[config.mk]
export PLATFORM = sky130hd
export DESIGN_NAME = u_hazard_ctl
export DESIGN_NICKNAME = d
export VERILOG_FILES = /design/src/rtl/u_hazard_ctl.sv
export SDC_FILE = /design/constraint.sdc
export NUM_CORES = 1
export LEC_CHECK = 0
export CAP_MARGIN = 20
export CORE_MARGIN = 2
export CORE_UTILIZATION = 65
export CTS_CLUSTER_SIZE = 40
export DETAILED_ROUTE_END_ITERATION = 10
export PLACE_DENSITY = 0.95
export SLEW_MARGIN = 15
export SYNTH_ARGS = -nofsm -noshare
export SYNTH_HDL_FRONTEND = slang
export SYNTH_SLANG_ARGS = --single-unit
[constraint.sdc]
create_clock -name clk -period 8.61 [get_ports clk]
set_input_delay 0.861 -clock clk [delete_from_list [all_inputs] [get_ports clk]]
set_output_delay 0.861 -clock clk [all_outputs]
set_load 0.1 [all_outputs]
[src/rtl/u_hazard_ctl.sv]
// u_hazard_ctl -- register scoreboard and issue interlock for an in-order pipe.
//
// Each architectural register x1..x31 has a pending-write entry: a busy bit,
// a load flag and a writeback countdown. The issue gate stalls decode on RAW,
// WAW or too many outstanding loads.
//
// Ports
//   clk, rstn              clock, async active-low reset
//   issue_vld / issue_rdy  decode handshake (issue_rdy is combinational)
//   rs1_a/rs2_a, *_used    source operands and whether they are read
//   rd_a, rd_we, is_ld     destination, write enable, load marker
//   ld_wb_vld, ld_wb_a     LSU regfile write
//   busy_vec               registered per-register pending-write flags (bit0=0)
//   ld_cnt                 outstanding loads
//   stall_cnt              saturating count of stalled cycles
//   ld_err                 sticky: load writeback hit a non-load-pending reg

// One scoreboard entry. A non-load allocation stores WB_LAT-1 because the
// allocating edge itself counts as the first countdown step; busy then drops
// on the edge where the counter goes 1->0, so a dependent may fire exactly
// WB_LAT cycles after its producer.
module u_hazard_reg #(
  parameter int WB_LAT = 4,
  parameter int CW     = 3
) (
  input  logic clk,
  input  logic rstn,
  input  logic alloc,
  input  logic alloc_ld,
  input  logic wb_hit,
  output logic busy,
  output logic ld_pend
);
  logic [CW-1:0] cnt;

  always_ff @(posedge clk or negedge rstn) begin
    if (!rstn) begin
      busy    <= 1'b0;
      ld_pend <= 1'b0;
      cnt     <= '0;
    end else if (alloc) begin
      // With WB_LAT==1 the result is already written by the next cycle.
      busy    <= alloc_ld || (WB_LAT > 1);
      ld_pend <= alloc_ld;
      cnt     <= alloc_ld ? '0 : CW'(WB_LAT - 1);
    end else if (wb_hit && ld_pend) begin
      busy    <= 1'b0;
      ld_pend <= 1'b0;
    end else if (busy && !ld_pend) begin
      cnt <= cnt - 1'b1;
      if (cnt == CW'(1)) busy <= 1'b0;
    end
  end
endmodule

module u_hazard_ctl #(
  parameter int WB_LAT = 4,
  parameter int MAX_LD = 2
) (
  input  logic        clk,
  input  logic        rstn,
  input  logic        issue_vld,
  output logic        issue_rdy,
  input  logic [4:0]  rs1_a,
  input  logic [4:0]  rs2_a,
  input  logic        rs1_used,
  input  logic        rs2_used,
  input  logic [4:0]  rd_a,
  input  logic        rd_we,
  input  logic        is_ld,
  input  logic        ld_wb_vld,
  input  logic [4:0]  ld_wb_a,
  output logic [31:0] busy_vec,
  output logic [2:0]  ld_cnt,
  output logic [15:0] stall_cnt,
  output logic        ld_err
);
  localparam int CW = (WB_LAT < 1) ? 1 : $clog2(WB_LAT + 1);

  logic [31:0] busy_r;
  logic [31:0] ld_pend_vec;
  logic        raw, waw, ld_lim, fire;
  logic        ld_inc, ld_dec, wb_bad;

  assign raw    = issue_vld &
                  ((rs1_used & (rs1_a != 5'd0) & busy_r[rs1_a]) |
                   (rs2_used & (rs2_a != 5'd0) & busy_r[rs2_a]));
  assign waw    = issue_vld & rd_we & (rd_a != 5'd0) & busy_r[rd_a];
  assign ld_lim = issue_vld & is_ld & (ld_cnt == 3'(MAX_LD));

  assign issue_rdy = ~(raw | waw | ld_lim);
  assign fire      = issue_vld & issue_rdy;

  assign busy_r[0]      = 1'b0;
  assign ld_pend_vec[0] = 1'b0;

  genvar gi;
  generate
    for (gi = 1; gi < 32; gi++) begin : g_reg
      u_hazard_reg #(.WB_LAT(WB_LAT), .CW(CW)) u_reg (
        .clk     (clk),
        .rstn    (rstn),
        .alloc   (fire & rd_we & (rd_a == 5'(gi))),
        .alloc_ld(is_ld),
        .wb_hit  (ld_wb_vld & (ld_wb_a == 5'(gi))),
        .busy    (busy_r[gi]),
        .ld_pend (ld_pend_vec[gi])
      );
    end
  endgenerate

  assign busy_vec = busy_r;

  // Address 0 never has a pending load, so it always reads as a bad writeback.
  assign ld_inc = fire & rd_we & (rd_a != 5'd0) & is_ld;
  assign ld_dec = ld_wb_vld & ld_pend_vec[ld_wb_a];
  assign wb_bad = ld_wb_vld & ~ld_pend_vec[ld_wb_a];

  always_ff @(posedge clk or negedge rstn) begin
    if (!rstn) begin
      ld_cnt    <= '0;
      stall_cnt <= '0;
      ld_err    <= 1'b0;
    end else begin
      case ({ld_inc, ld_dec})
        2'b10:   ld_cnt <= ld_cnt + 3'd1;
        2'b01:   ld_cnt <= ld_cnt - 3'd1;
        default: ld_cnt <= ld_cnt;
      endcase
      if (issue_vld && !issue_rdy && stall_cnt != 16'hFFFF)
        stall_cnt <= stall_cnt + 16'd1;
      if (wb_bad) ld_err <= 1'b1;
    end
  end
endmodule
# After elaboration in Yosys (flattened, before gate mapping)
# Index checks and enable logic that the tools add are counted.
[totals] register_bits=175 input_bits=28 output_inout_bits=53 elab_cells=919
[op_classes] addsub=34 magnitude_cmp=4 eq_ne=128 n_mux=289 bitwise=83 n_reduce_logical=285
[op_table] cell="$mux W3" n=93
[op_table] cell="$mux W1" n=190
[op_table] cell="$reduce_bool A3 Y1" n=62
[op_table] cell="$eq A5 B5 Y1 const B" n=32
[op_table] cell="$reduce_bool A2 Y1" n=63
[op_table] cell="$reduce_and A2 Y1" n=62
[op_table] cell="$sub A3 B1 Y3 const B" n=32
[op_table] cell="$eq A3 B1 Y1 const B" n=31
[op_table] cell="$eq A5 B4 Y1 const B" n=16
[op_table] cell="$and A1 B1 Y1" n=78
[op_table] cell="$logic_and A1 B1 Y1" n=64
[op_table] cell="$ne A2 B1 Y1 const B" n=31
[op_table] cell="$eq A5 B3 Y1 const B" n=8
[op_table] cell="$logic_not A1 Y1" n=31
[op_table] cell="$lt A5 B6 Y1 const B" n=4
[op_table] cell="$bmux W1 S5" n=4
[op_table] cell="$eq A5 B2 Y1 const B" n=4
[op_table] cell="$add A16 B1 Y16 const B" n=1
[op_table] cell="$ne A16 B16 Y1 const B" n=1
[op_table] cell="$reduce_bool A5 Y1" n=3
[op_table] cell="$eq A5 B1 Y1 const B" n=2
[op_table] cell="$pmux W3 S2" n=1
[op_table] cell="$add A3 B1 Y3 const B" n=1
[op_table] cell="$eq A3 B2 Y1 const B" n=1
[op_table] cell="other kinds (5)" n=8

# Logic depth before layout (Yosys ltp)
# Gate-level depths: netlist of the first run.
[logic_depth] depth_word=14 ltp_mapped=15 mapped_depth_nobuf=12

# Cells and area by module
# A second synthesis of the first run with hierarchy kept.
[hier_totals] hier_cells=1168 hier_area_um2=11831.3
[modules_own_cells] module="u_hazard_reg at g_reg[10].u_reg ..." instances=30 cells_per_inst=28 area_each_um2=297.8 seq_area_each_um2=125.1
[modules_own_cells] module="u_hazard_ctl" instances=1 cells_per_inst=301 area_each_um2=2602.5 seq_area_each_um2=500.5
[modules_own_cells] module="u_hazard_reg at g_reg[2].u_reg" instances=1 cells_per_inst=27 area_each_um2=295.3 seq_area_each_um2=125.1

# Worst setup path after synthesis of the first run
# OpenSTA, ideal clock, no wires.
[synth_path] kind="input-to-reg" startpoint="in rd_a[0]" endpoint="reg ld_cnt[2]" setup_time_ps=162 t_arrival_ps=4628 t_required_ps=8448 slack_ps=3820 stages=15 path_buffers=3 cell_sequence="buf_2 > buf_2 > mux4_2 > a22oi_1 > nand4b_1 > o311a_1 > a31oi_1 > o21a_1 > clkbuf_1 > nand3_1 > ha_1 > fa_1 > xnor2_1 > nor2_1 > xor2_1"
[synth_between] elab_chain_cells=12 word_cells_on_any_way=16 cone_classes="2 x eq/ne; 3 x mux; 9 x bitwise; 2 x reduce/logical"
[synth_lines] element="start, declared" line_no="68" source="input logic [4:0] rd_a,"
[synth_lines] element="$bmux W1 S5 / $reduce_bool A5 Y1 (equally long branches)" line_no="88" source="assign waw = issue_vld & rd_we & (rd_a != 5'd0) & busy_r[rd_a];"
[synth_lines] element="$mux W1 (implied by the code) / $and A1 B1 Y1 (equally long branches)" line_no="88"
[synth_lines] element="$and A1 B1 Y1 *" line_no="88"
[synth_lines] element="$or A1 B1 Y1 * (2 in a row)" line_no="91" source="assign issue_rdy = ~(raw | waw | ld_lim);"
[synth_lines] element="$not A1 Y1 *" line_no="91"
[synth_lines] element="via issue_rdy" line_no="63" source="output logic issue_rdy,"
[synth_lines] element="$and A1 B1 Y1 *" line_no="92" source="assign fire = issue_vld & issue_rdy;"
[synth_lines] element="$and A1 B1 Y1 * (3 in a row)" line_no="115" source="assign ld_inc = fire & rd_we & (rd_a != 5'd0) & is_ld;"
[synth_lines] element="$eq A2 B1 Y1 / $eq A2 B2 Y1 (equally long branches)" line_no="125" source="case ({ld_inc, ld_dec})"
[synth_lines] element="$pmux W3 S2 / $reduce_bool A2 Y1 (equally long branches)"
[synth_lines] element="end signal, assigned" line_no="126" source="2'b10: ld_cnt <= ld_cnt + 3'd1;"
[synth_lines] element="end signal, assigned" line_no="127" source="2'b01: ld_cnt <= ld_cnt - 3'd1;"
[synth_lines] element="end signal, assigned" line_no="128" source="default: ld_cnt <= ld_cnt;"
[synth_lines] element="end, declared" line_no="74" source="output logic [2:0] ld_cnt,"
# Mark *: on every way through the listed nets, which the timed path passes. The rest lies on a longest branch. The select of a mux whose other input is x is not followed.
# A chain may end at the register's enable or synchronous reset.

# Worst setup path after layout of the first run
[layout_path] startpoint="in rs1_a[1]" endpoint="out issue_rdy"
[layout_between] elab_chain_cells=8 word_cells_on_any_way=10 cone_classes="2 x mux; 7 x bitwise; 1 x reduce/logical"
[layout_lines] element="start, declared" line_no="64" source="input logic [4:0] rs1_a,"
[layout_lines] element="$bmux W1 S5 / $reduce_bool A5 Y1 (equally long branches)" line_no="86" source="((rs1_used & (rs1_a != 5'd0) & busy_r[rs1_a]) |"
[layout_lines] element="$mux W1 (implied by the code) / $and A1 B1 Y1 (equally long branches)" line_no="86"
[layout_lines] element="$and A1 B1 Y1 *" line_no="86"
[layout_lines] element="$or A1 B1 Y1 *" line_no="86"
[layout_lines] element="$and A1 B1 Y1 *" line_no="85" source="assign raw = issue_vld &"
[layout_lines] element="$or A1 B1 Y1 * (2 in a row)" line_no="91"
[layout_lines] element="$not A1 Y1 *" line_no="91"
[layout_lines] element="end, declared" line_no="63"
# Mark *: on every way between the ends. The rest lies on a longest branch, timed or not. The select of a mux whose other input is x is not followed.

==> results of run 1 <==
-- layer usage --
layer / track usage [%] / part of all wire (%)
met3: 8.52 / 9.3
met5: 0 / 0.12
met4: 15.9 / 5.5
met1: 39.2 / 38
met2: 51.4 / 47
-- how the worst min path moves through the flow --
| stage | from | end | slack [ps] |
|---|---|---|---|
| finish | ld_err | ld_err | 460 |
| global route | ld_err | ld_err | 490 |
| CTS | ld_err | ld_err | 460 |
| detailed placement | ld_err | ld_err | 440 |
| global placement | ld_err | ld_err | 440 |
| floorplan | g_reg[12].u_reg.cnt[2] | g_reg[12].u_reg.cnt[2] | 510 |
-- cell families after synthesis --
| group | count (synthesis) | share of synthesized area [%] |
|---|---|---|
| and+or+nand+nor | 311 | 16.3 |
| adders and majority gates | 65 | 7.36 |
| AOI/OAI and AO/OA | 133 | 7.71 |
| buffers and inverters | 156 | 6.67 |
| other | 1 | 0.0336 |
| muxes | 146 | 16.4 |
| DFF | 175 | 39.3 |
| xor gates and xnor gates | 80 | 6.28 |
-- worst max-delay path: cells and delay by family --
family,cells,cell delay (ps)
and+or+nand+nor,1,100
buffers and inverters,2,2080
muxes,2,1050
AOI/OAI and AO/OA,3,700
-- power breakdown --
group	switching, mW	internal, mW
Sequential	0.299	1.10
Combinational	0.943	0.573
Clock	0.337	0.502
-- area by class of cell --
class / instances / area, um2 / share of cell area (%)
multi-input cells: 736 / 6030 / 48.5
flip-flops and latches: 175 / 4380 / 35.2
repair buffers: 82 / 810 / 6.51
clock buffers: 19 / 453 / 3.64
inverters: 80 / 300 / 2.42
well taps: 220 / 275 / 2.21
clock inverters: 12 / 181 / 1.46
diodes: 1 / 2.50 / 0.0201
-- cells in the mapped netlist, types with 4 or more instances --
library cell  number
nor2b_1           53
mux2_2            16
dfrtp_1          175
nor2_1            51
nor3b_1           15
o21a_1             8
a22oi_1            5
nand3_1           17
and3_1             8
nand2b_1          10
xor2_1            37
xnor2_1           43
buf_4             33
ha_1              64
a21boi_0           8
nand2_1           85
a21oi_1           24
o21bai_1           4
mux2_1            20
a32oi_1            4
nor4_1             8
nor3_4            20
and2_1            11
mux4_2            23
mux2_4             6
clkbuf_1          29
a31oi_1            7
or3_1             10
buf_2             10
inv_1             79
a21o_1            25
nor3_1             7
mux2i_1           81
o21ai_0           34
-- state kept, by name, indices dropped and copies added (netlist names) --
register,count
ld_cnt,3
g.u_reg.cnt,93
g.u_reg.busy,31
ld_err,1
stall_cnt,16
g.u_reg.ld_pend,31
-- per-stage QoR --
stage	utilization [%]	power (mW)
after floorplan	-	2.54
after global placement	70.6	2.78
after detailed placement	70.6	2.88
after CTS	74.4	3.75
after global routing	74.4	3.96
final	74.4	3.76
==> impl_metrics.ini, run 1 <==
[status]
status = finished clean

[placed_design]
pre_cts_ws_ps = 2980
port_buffers = 79
placed_cell_area_um2 = 11800
dp.cells = 1293
place.gp.congestion = 1.02
dp.final_hpwl_mm = 18.6

[detailed_routing]
drc = 0
wl_per_cell_um = 20.7
drt_iter0_drc = 958
ant_nets = 0
vias = 8379
drt_pass1_iterations = 8
viasPerCell = 6.32
drt-total-wl_mm = 27.4

[clock_tree]
clkTransAtPathRegs_ps = 60
cts_setup_buffers = 0
cts_root_buffer = clkbuf_16
cts_resized = 0
cts.sinks = 175
cts_tree = done
hold_buffers = 0
clock_latency_ps = 450
cts_buffers = 17
htree_levels = 4
clockBufferDepth = 2

[sta]
hold_viol = 0
period_minus_slack_ps = 5670
finalWorstSetupSlack_ps = 2940
finalSetupTns_ps = 0
timing.hold.ws_ps = 458
max_freq_ghz = 0.177
tightestPinTransition_ps = 1130
fin_crit_sh_pct = 65.8
setup_viol = 0
maxSlewHeadroom_pct = 24.7
finalMaxSlewViolations = 0
grt_setup_unrepaired = false
fin_skew_ps = 12.8

[setup_path]
worst-path-max-fanout = 11
worst-endpoint-arrival_ps = 4800
r2r_end = g_reg[15].u_reg.ld_pend
worstSetupStartpoint = rs1_a[1]
start_kind = input pin
critPathCapture = issue_rdy
ff2ff_path_depth = 9
r2r_start = g_reg[28].u_reg.busy
cp-end-kind = primary output
regToRegSetupSlack_ps = 4830
cp_data_required_time_ps = 7750
worst_path_max_delay_cell = clkdlybuf4s50_1
path_cells = clkdlybuf4s50_1 -> mux4_2 -> mux4_2 -> nor2_1 -> a31oi_1 -> a31oi_1 -> o21a_1 -> clkdlybuf4s50_1
worst-setup-path-type = in -> out
cpPeakStageDelay_ps = 1220

[synthesis]
synth_ff_type = dfrtp_1
ys_types = 57
synth_edf_count = 0
yosysTopAreaCell = dfrtp_1
ys_seq_area_share_pct = 39.3
synth_fp_nets = 1160
netlist_instances = 1067
synth_area_um2 = 11200
yosysTopAreaCellShare_pct = 39.3
async_flop_share_pct = 100
synth_area_leaders = dfrtp_1 39%, mux2i_1 7.3%, ha_1 7.2%
yosys_warnings = 0
syn_avg_cell_area_um2 = 10.5
ys_seq_elements = 175

[floorplan]
num_rows = 47
die_x_um = 135
io-pin-count = 81
die_area_um2 = 18200
start_util_pct = 66.8
die_h_um = 135
fp.coreArea_um2 = 16700

[layout]
nFillCells = 1009
fin_cells = 1325
drive_gt1_share_pct = 9.78
layout_common_cells = 175 x dfrtp_1, 85 x nand2_1, 81 x mux2i_1
syn_to_final_growth_pct = 11.5
fin_area_um2 = 12400
mostFrequentLayoutCell = dfrtp_1
nets = 1185

[global_route]
grt_pass1_wl_mm = 44.7
grt_pass1_vias = 8685
grt_overflow = 0
antenna_found_initial = 1
grt_start_max_net_pins = 108
gr-usage-all-layers_pct = 31.6

[worst_hold_path]
hold_depth = 1
hold_path_class = reg -> reg

[power_and_ir_drop]
powerDensity_nw_per_um2 = 302
peakVddDrop_v = 0.000248
leakage_nw = 5.81

[job]
maxCapViolCount = 0
(Power assumes the default switching activity.)
==> run 2: changes to the inputs <==
--- a/config.mk
+++ b/config.mk
@@ -7,10 +7,10 @@
 export LEC_CHECK = 0
 export CAP_MARGIN = 20
 export CORE_MARGIN = 2
-export CORE_UTILIZATION = 65
+export CORE_UTILIZATION = 54
 export CTS_CLUSTER_SIZE = 40
 export DETAILED_ROUTE_END_ITERATION = 10
-export PLACE_DENSITY = 0.95
+export PLACE_DENSITY = 0.86
 export SLEW_MARGIN = 15
 export SYNTH_ARGS = -nofsm -noshare
 export SYNTH_HDL_FRONTEND = slang
==> constraint.sdc (replaced) <==
create_clock -name clk -period 5 [get_ports clk]
set_input_delay 0.5 -clock clk [delete_from_list [all_inputs] [get_ports clk]]
set_output_delay 0.5 -clock clk [all_outputs]
set_load 0.1 [all_outputs]
==> run 2 against run 1 <==
  * Critical path depth grew 6
  * Sequential power grew 71%
  * Clock power grew 64%
  * Sequential share of layout area shrank 0.22 points
  * Setup slack lost 1900 ps
  * Hold slack lost 290 ps
  * Total power grew 70%
  * Utilization shrank 13 points
  * Via count shrank 3.2%
  * Wire length shrank 4.2%
  * Register-to-register slack lost 3200 ps
  * Combinational power grew 70%
==> impl_metrics.ini, run 2 (same netlist as run 1, synthesis figures left out) <==
[layout]
mostFrequentLayoutCell = dfrtp_1
layout_common_cells = 175 x dfrtp_1, 85 x nand2_1, 81 x mux2i_1
multi_input_area_um2 = 6030
nFillCells = 1526
nets = 1190
syn_to_final_growth_pct = 12.2
regArea_um2 = 4380
reg_top3 = g.u_reg.cnt: 93 flops, g.u_reg.busy: 31 flops, g.u_reg.ld_pend: 31 flops
drive_gt1_share_pct = 10.4
regMostFlops = g.u_reg.cnt
largest_reg_flops = 93

[sta]
finalSetupTns_ps = 0
period_minus_slack_ps = 3910
finalMaxSlewViolations = 0
tightestPinTransition_ps = 996
finalWorstSetupSlack_ps = 1090
hold_viol = 0
fin_skew_ps = 10.7
grt_setup_unrepaired = false
setup_viol = 0
max_freq_ghz = 0.256
timing.hold.ws_ps = 171
maxSlewHeadroom_pct = 33.6
fin_crit_sh_pct = 78.1

[setup_path]
cpPeakStageDelay_ps = 960
regToRegSetupSlack_ps = 1610
r2r_end = ld_cnt[2]
crit_top_cell = mux2i_1
critPathCapture = ld_cnt[2]
cp-end-kind = flip-flop
start_kind = input pin
worst-endpoint-arrival_ps = 4230
worstSetupStartpoint = rd_a[0]
r2r_start = g_reg[14].u_reg.busy
worst-setup-path-type = in -> reg
ff2ff_path_depth = 13
cp_data_required_time_ps = 5330
worst_path_max_delay_cell = clkdlybuf4s50_1
worst-path-max-fanout = 14
path_cells = clkdlybuf4s50_1 -> mux4_2 -> mux2i_1 -> mux2i_1 -> o311a_1 -> a31oi_1 -> o21a_1 -> buf_4 -> nand3_1 -> ha_1 -> fa_1 -> xnor2_1 -> nor2_1 -> xor2_1

[placed_design]
dp.final_hpwl_mm = 18.8
pre_cts_ws_ps = 649
port_buffers = 79
place.gp.congestion = 0.935

[status]
status = finished clean

[floorplan]
fp.coreArea_um2 = 20200
start_util_pct = 55.1
die_x_um = 148
io-pin-count = 81
die_area_um2 = 21800
die_h_um = 148
num_rows = 52

[detailed_routing]
wl_met1_mm = 11.2
wl_per_cell_um = 19.0
drt_iter0_drc = 763
viasPerCell = 5.87
vias = 8115
wl_met2_mm = 12.3
wl_met3_mm = 2.07
routed.top_layer = met4
ant_nets = 0
drt_pass1_iterations = 5
drt-total-wl_mm = 26.3
drc = 0

[worst_hold_path]
hold_path_class = in -> async

[clock_tree]
cts_root_buffer = clkbuf_16
clock_latency_ps = 440
cts_resized = 0
cts_buffers = 17
clkTransAtPathRegs_ps = 80
cts_tree = done
hold_buffers = 0
cts_setup_buffers = 0
htree_levels = 4
clockBufferDepth = 2
cts.sinks = 175

[power_and_ir_drop]
pwr-share-clk_pct = 21.7
peakVddDrop_v = 0.000336
total_power_mw = 6.37
p_sw_mw = 2.72
leakage_nw = 5.82
power_frac_seq_pct = 37.7
pwr-share-comb_pct = 40.7
p_int_mw = 3.65
powerDensity_nw_per_um2 = 509
swShare_pct = 42.7

[global_route]
grt_pass1_vias = 8064
grt_overflow = 0
grt_pass1_wl_mm = 42.9
grt_start_max_net_pins = 102
antenna_found_initial = 2
gr-usage-all-layers_pct = 25.1

[job]
maxCapViolCount = 0
[run 2: cell count changes in the layout (fill, tap and decap cells not counted)]
cell,previous run,this run
buf_4,3,8
diode_2,1,2
clkinvlp_4,1,4
clkbuf_8,2,0
bufinv_16,4,2
buf_12,0,1
clkinv_2,2,1
clkinv_4,2,1
clkdlybuf4s50_1,77,76
inv_8,0,4
[run 2: area by class of cell]
class | instances | share of cell area [%]
diodes | 2 | 0.0400
clock buffers | 17 | 3.40
clock inverters | 15 | 1.40
inverters | 80 | 2.40
multi-input cells | 736 | 48.2
flip-flops and latches | 175 | 35.0
well taps | 270 | 2.70
repair buffers | 87 | 6.85
[run 2: critical path: cells and delay by family]
kind / cells / cell delay (ps)
buf+inv: 2 / 1140
mux: 3 / 830
fa+ha+maj: 2 / 670
compound gates: 3 / 630
xor+xnor: 2 / 300
simple gates: 2 / 160
[run 2: worst min-delay path by stage]
stage / end / slack, ps
2_1_floorplan: g_reg[10].u_reg.busy / 200
3_3_place_gp: stall_cnt[11] / 480
3_5_place_dp: stall_cnt[10] / 480
4_1_cts: stall_cnt[10] / 210
5_1_grt: stall_cnt[10] / 230
6_report: stall_cnt[10] / 170
[run 2: power groups by stage]
stage / logic (mW) / clock network (mW) / registers [mW]
6_report: 2.59 / 1.38 / 2.40
5_1_grt: 2.85 / 1.45 / 2.46
4_1_cts: 2.61 / 1.39 / 2.38
3_5_place_dp: 2.57 / 0 / 2.40
3_3_place_gp: 2.45 / 0 / 2.38
2_1_floorplan: 1.89 / 0 / 2.49
[run 2: per-stage QoR]
stage | utilization, % | instance area (um2) | instances
after floorplan | - | 11200 | 1067
final | 61.8 | 12500 | 1382
after global placement | 58.8 | 11900 | 1348
after CTS | 61.8 | 12500 | 1380
after global routing | 61.8 | 12500 | 1381
after detailed placement | 58.8 | 11900 | 1348
[run 2: layer usage]
| metal | GRT usage [%] | vias up |
|---|---|---|
| li1 | - | 3679 |
| met1 | 34.1 | 4004 |
| met2 | 39.3 | 380 |
| met3 | 5.74 | 52 |
| met4 | 9.71 | 0 |
| met5 | 0 | - |
==> run 3: changes to the inputs <==
--- a/config.mk
+++ b/config.mk
@@ -7,10 +7,10 @@
 export LEC_CHECK = 0
 export CAP_MARGIN = 20
 export CORE_MARGIN = 2
-export CORE_UTILIZATION = 54
+export CORE_UTILIZATION = 60
 export CTS_CLUSTER_SIZE = 40
 export DETAILED_ROUTE_END_ITERATION = 10
-export PLACE_DENSITY = 0.86
+export PLACE_DENSITY = 0.9
 export SLEW_MARGIN = 15
 export SYNTH_ARGS = -nofsm -noshare
 export SYNTH_HDL_FRONTEND = slang
==> constraint.sdc (replaced) <==
create_clock -name clk -period 3.6 [get_ports clk]
set_input_delay 0.36 -clock clk [delete_from_list [all_inputs] [get_ports clk]]
set_output_delay 0.36 -clock clk [all_outputs]
set_load 0.1 [all_outputs]
==> run 3 against run 2 <==
  * Die area shrank 9.7%
  * Count of clock-buffer cells in the layout rose by 2
  * Largest cell class unchanged
  * Flip-flop and latch count unchanged
  * Sequential power up 39%
  * Sequential share of layout area shrank 0.96 points
  * Non-clock buffer count up 53
  * Setup slack got worse by 730 ps
  * Wire length rose by 4.8%
  * Clock power up 29%
  * Critical endpoint unchanged
  * First-iteration DRC count rose by 8.5%
  * Cell area rose by 2.8%
==> impl_metrics.ini, run 3 (same netlist as run 1, synthesis figures left out) <==
[status]
status = finished clean

[sta]
fin_skew_ps = 11.0
timing.hold.ws_ps = 27.3
grt_setup_unrepaired = false
finalWorstSetupSlack_ps = 361
max_freq_ghz = 0.309
setup_viol = 0
maxSlewHeadroom_pct = 32.1
hold_viol = 0
tightestPinTransition_ps = 1010
period_minus_slack_ps = 3240
fin_crit_sh_pct = 90.0
finalSetupTns_ps = 0
finalMaxSlewViolations = 0

[worst_hold_path]
hold_path_class = in -> async

[placed_design]
port_buffers = 79
pre_cts_ws_ps = -101
place.gp.congestion = 0.984
dp.final_hpwl_mm = 19.9
placed_cell_area_um2 = 12300

[floorplan]
start_util_pct = 61.7
die_h_um = 140
die_x_um = 140
num_rows = 49
io-pin-count = 81
die_area_um2 = 19700
fp.coreArea_um2 = 18100

[layout]
largest_reg_flops = 93
drive_gt1_share_pct = 14.4
nFillCells = 1201
regArea_um2 = 4380
mostFrequentLayoutCell = dfrtp_1
fin_area_um2 = 12900
layout_common_cells = 175 x dfrtp_1, 85 x nand2_1, 81 x mux2i_1
syn_to_final_growth_pct = 15.3
multi_input_area_um2 = 6030
reg_top3 = g.u_reg.cnt: 93 flops, g.u_reg.busy: 31 flops, g.u_reg.ld_pend: 31 flops
regMostFlops = g.u_reg.cnt
nets = 1243

[setup_path]
r2r_end = ld_cnt[2]
cp-end-kind = flip-flop
worstSetupStartpoint = rs1_a[1]
worst-setup-path-type = in -> reg
ff2ff_path_depth = 12
worst-path-max-fanout = 5
start_kind = input pin
regToRegSetupSlack_ps = 380
cp_data_required_time_ps = 3930
worst-endpoint-arrival_ps = 3570
r2r_start = g_reg[14].u_reg.busy

[clock_tree]
clockBufferDepth = 2
clock_latency_ps = 450
clkTransAtPathRegs_ps = 70
cts_tree = done
hold_buffers = 0
cts_setup_buffers = 0
cts_buffers = 17
htree_levels = 4
cts.sinks = 175
cts_root_buffer = clkbuf_16
cts_resized = 0

[detailed_routing]
drt_pass1_iterations = 5
ant_nets = 0
wl_per_cell_um = 19.8
drt_iter0_drc = 828
drc = 0
viasPerCell = 6.03
drt-total-wl_mm = 27.6
vias = 8396

[global_route]
grt_overflow = 0
grt_pass1_vias = 8671
gr-usage-all-layers_pct = 29.6
antenna_found_initial = 1
grt_start_max_net_pins = 101
grt_pass1_wl_mm = 45.4

[power_and_ir_drop]
peakVddDrop_v = 0.000503
leakage_nw = 6.08
total_power_mw = 8.83
powerDensity_nw_per_um2 = 687

[job]
maxCapViolCount = 0
[run 3: cell types whose count changed in the layout (fill, tap and decap cells not counted), sizes merged]
cell	before	now
buf	11	64
inv	87	84
diode	2	1
bufinv	2	0
clkinvlp	4	5
clkinv	2	4
clkbuf	17	19
[run 3: how the worst max path moves through the flow]
stage | to | slack (ps) | cells after the start
final | ld_cnt[2] | 360 | 14
after global routing | ld_cnt[2] | 190 | 14
after CTS | ld_cnt[2] | 380 | 14
after detailed placement | ld_cnt[2] | -100 | 14
after global placement | ld_cnt[2] | -60 | 14
after floorplan | ld_cnt[2] | 60 | 15
[run 3: worst max-delay path, cell delays in order]
cell	delay, ps
clkdlybuf4s50_1	450
buf_4	160
mux4_2	510
mux4_2	470
nor2_1	110
a31oi_1	60
a31oi_1	180
o21a_1	160
nand3_1	80
ha_1	270
fa_1	380
xnor2_1	170
nor2_1	70
xor2_1	130
[run 3: final cells by class]
class                      count  area share, %
tap                          229           2.23
clock inverter                13          0.827
clock buffer                  19           3.52
antenna                        1         0.0195
multi-input combinational    736           46.9
inverter                      80           2.33
sequential                   175           34.0
timing repair buffer         140           10.1
[run 3: routing by layer]
metal	GRT usage [%]	routed length, um
met5	0	34
met4	13.1	1230
met3	5.71	2120
met2	48.3	13100
met1	38.6	11100
[run 3: where the power goes]
| part | leakage, nW | internal [mW] | switching (mW) |
|---|---|---|---|
| Sequential | 2.15 | 2.64 | 0.688 |
| Combinational | 3.67 | 1.45 | 2.28 |
| Clock | 0.261 | 0.932 | 0.852 |
| Total | 6.08 | 5.02 | 3.82 |
[run 3: stage by stage]
step / util [%] / instances
2_1_floorplan: - / 1067
3_3_place_gp: 68.0 / 1360
3_5_place_dp: 68.0 / 1360
4_1_cts: 71.1 / 1392
5_1_grt: 71.1 / 1392
6_report: 71.1 / 1393
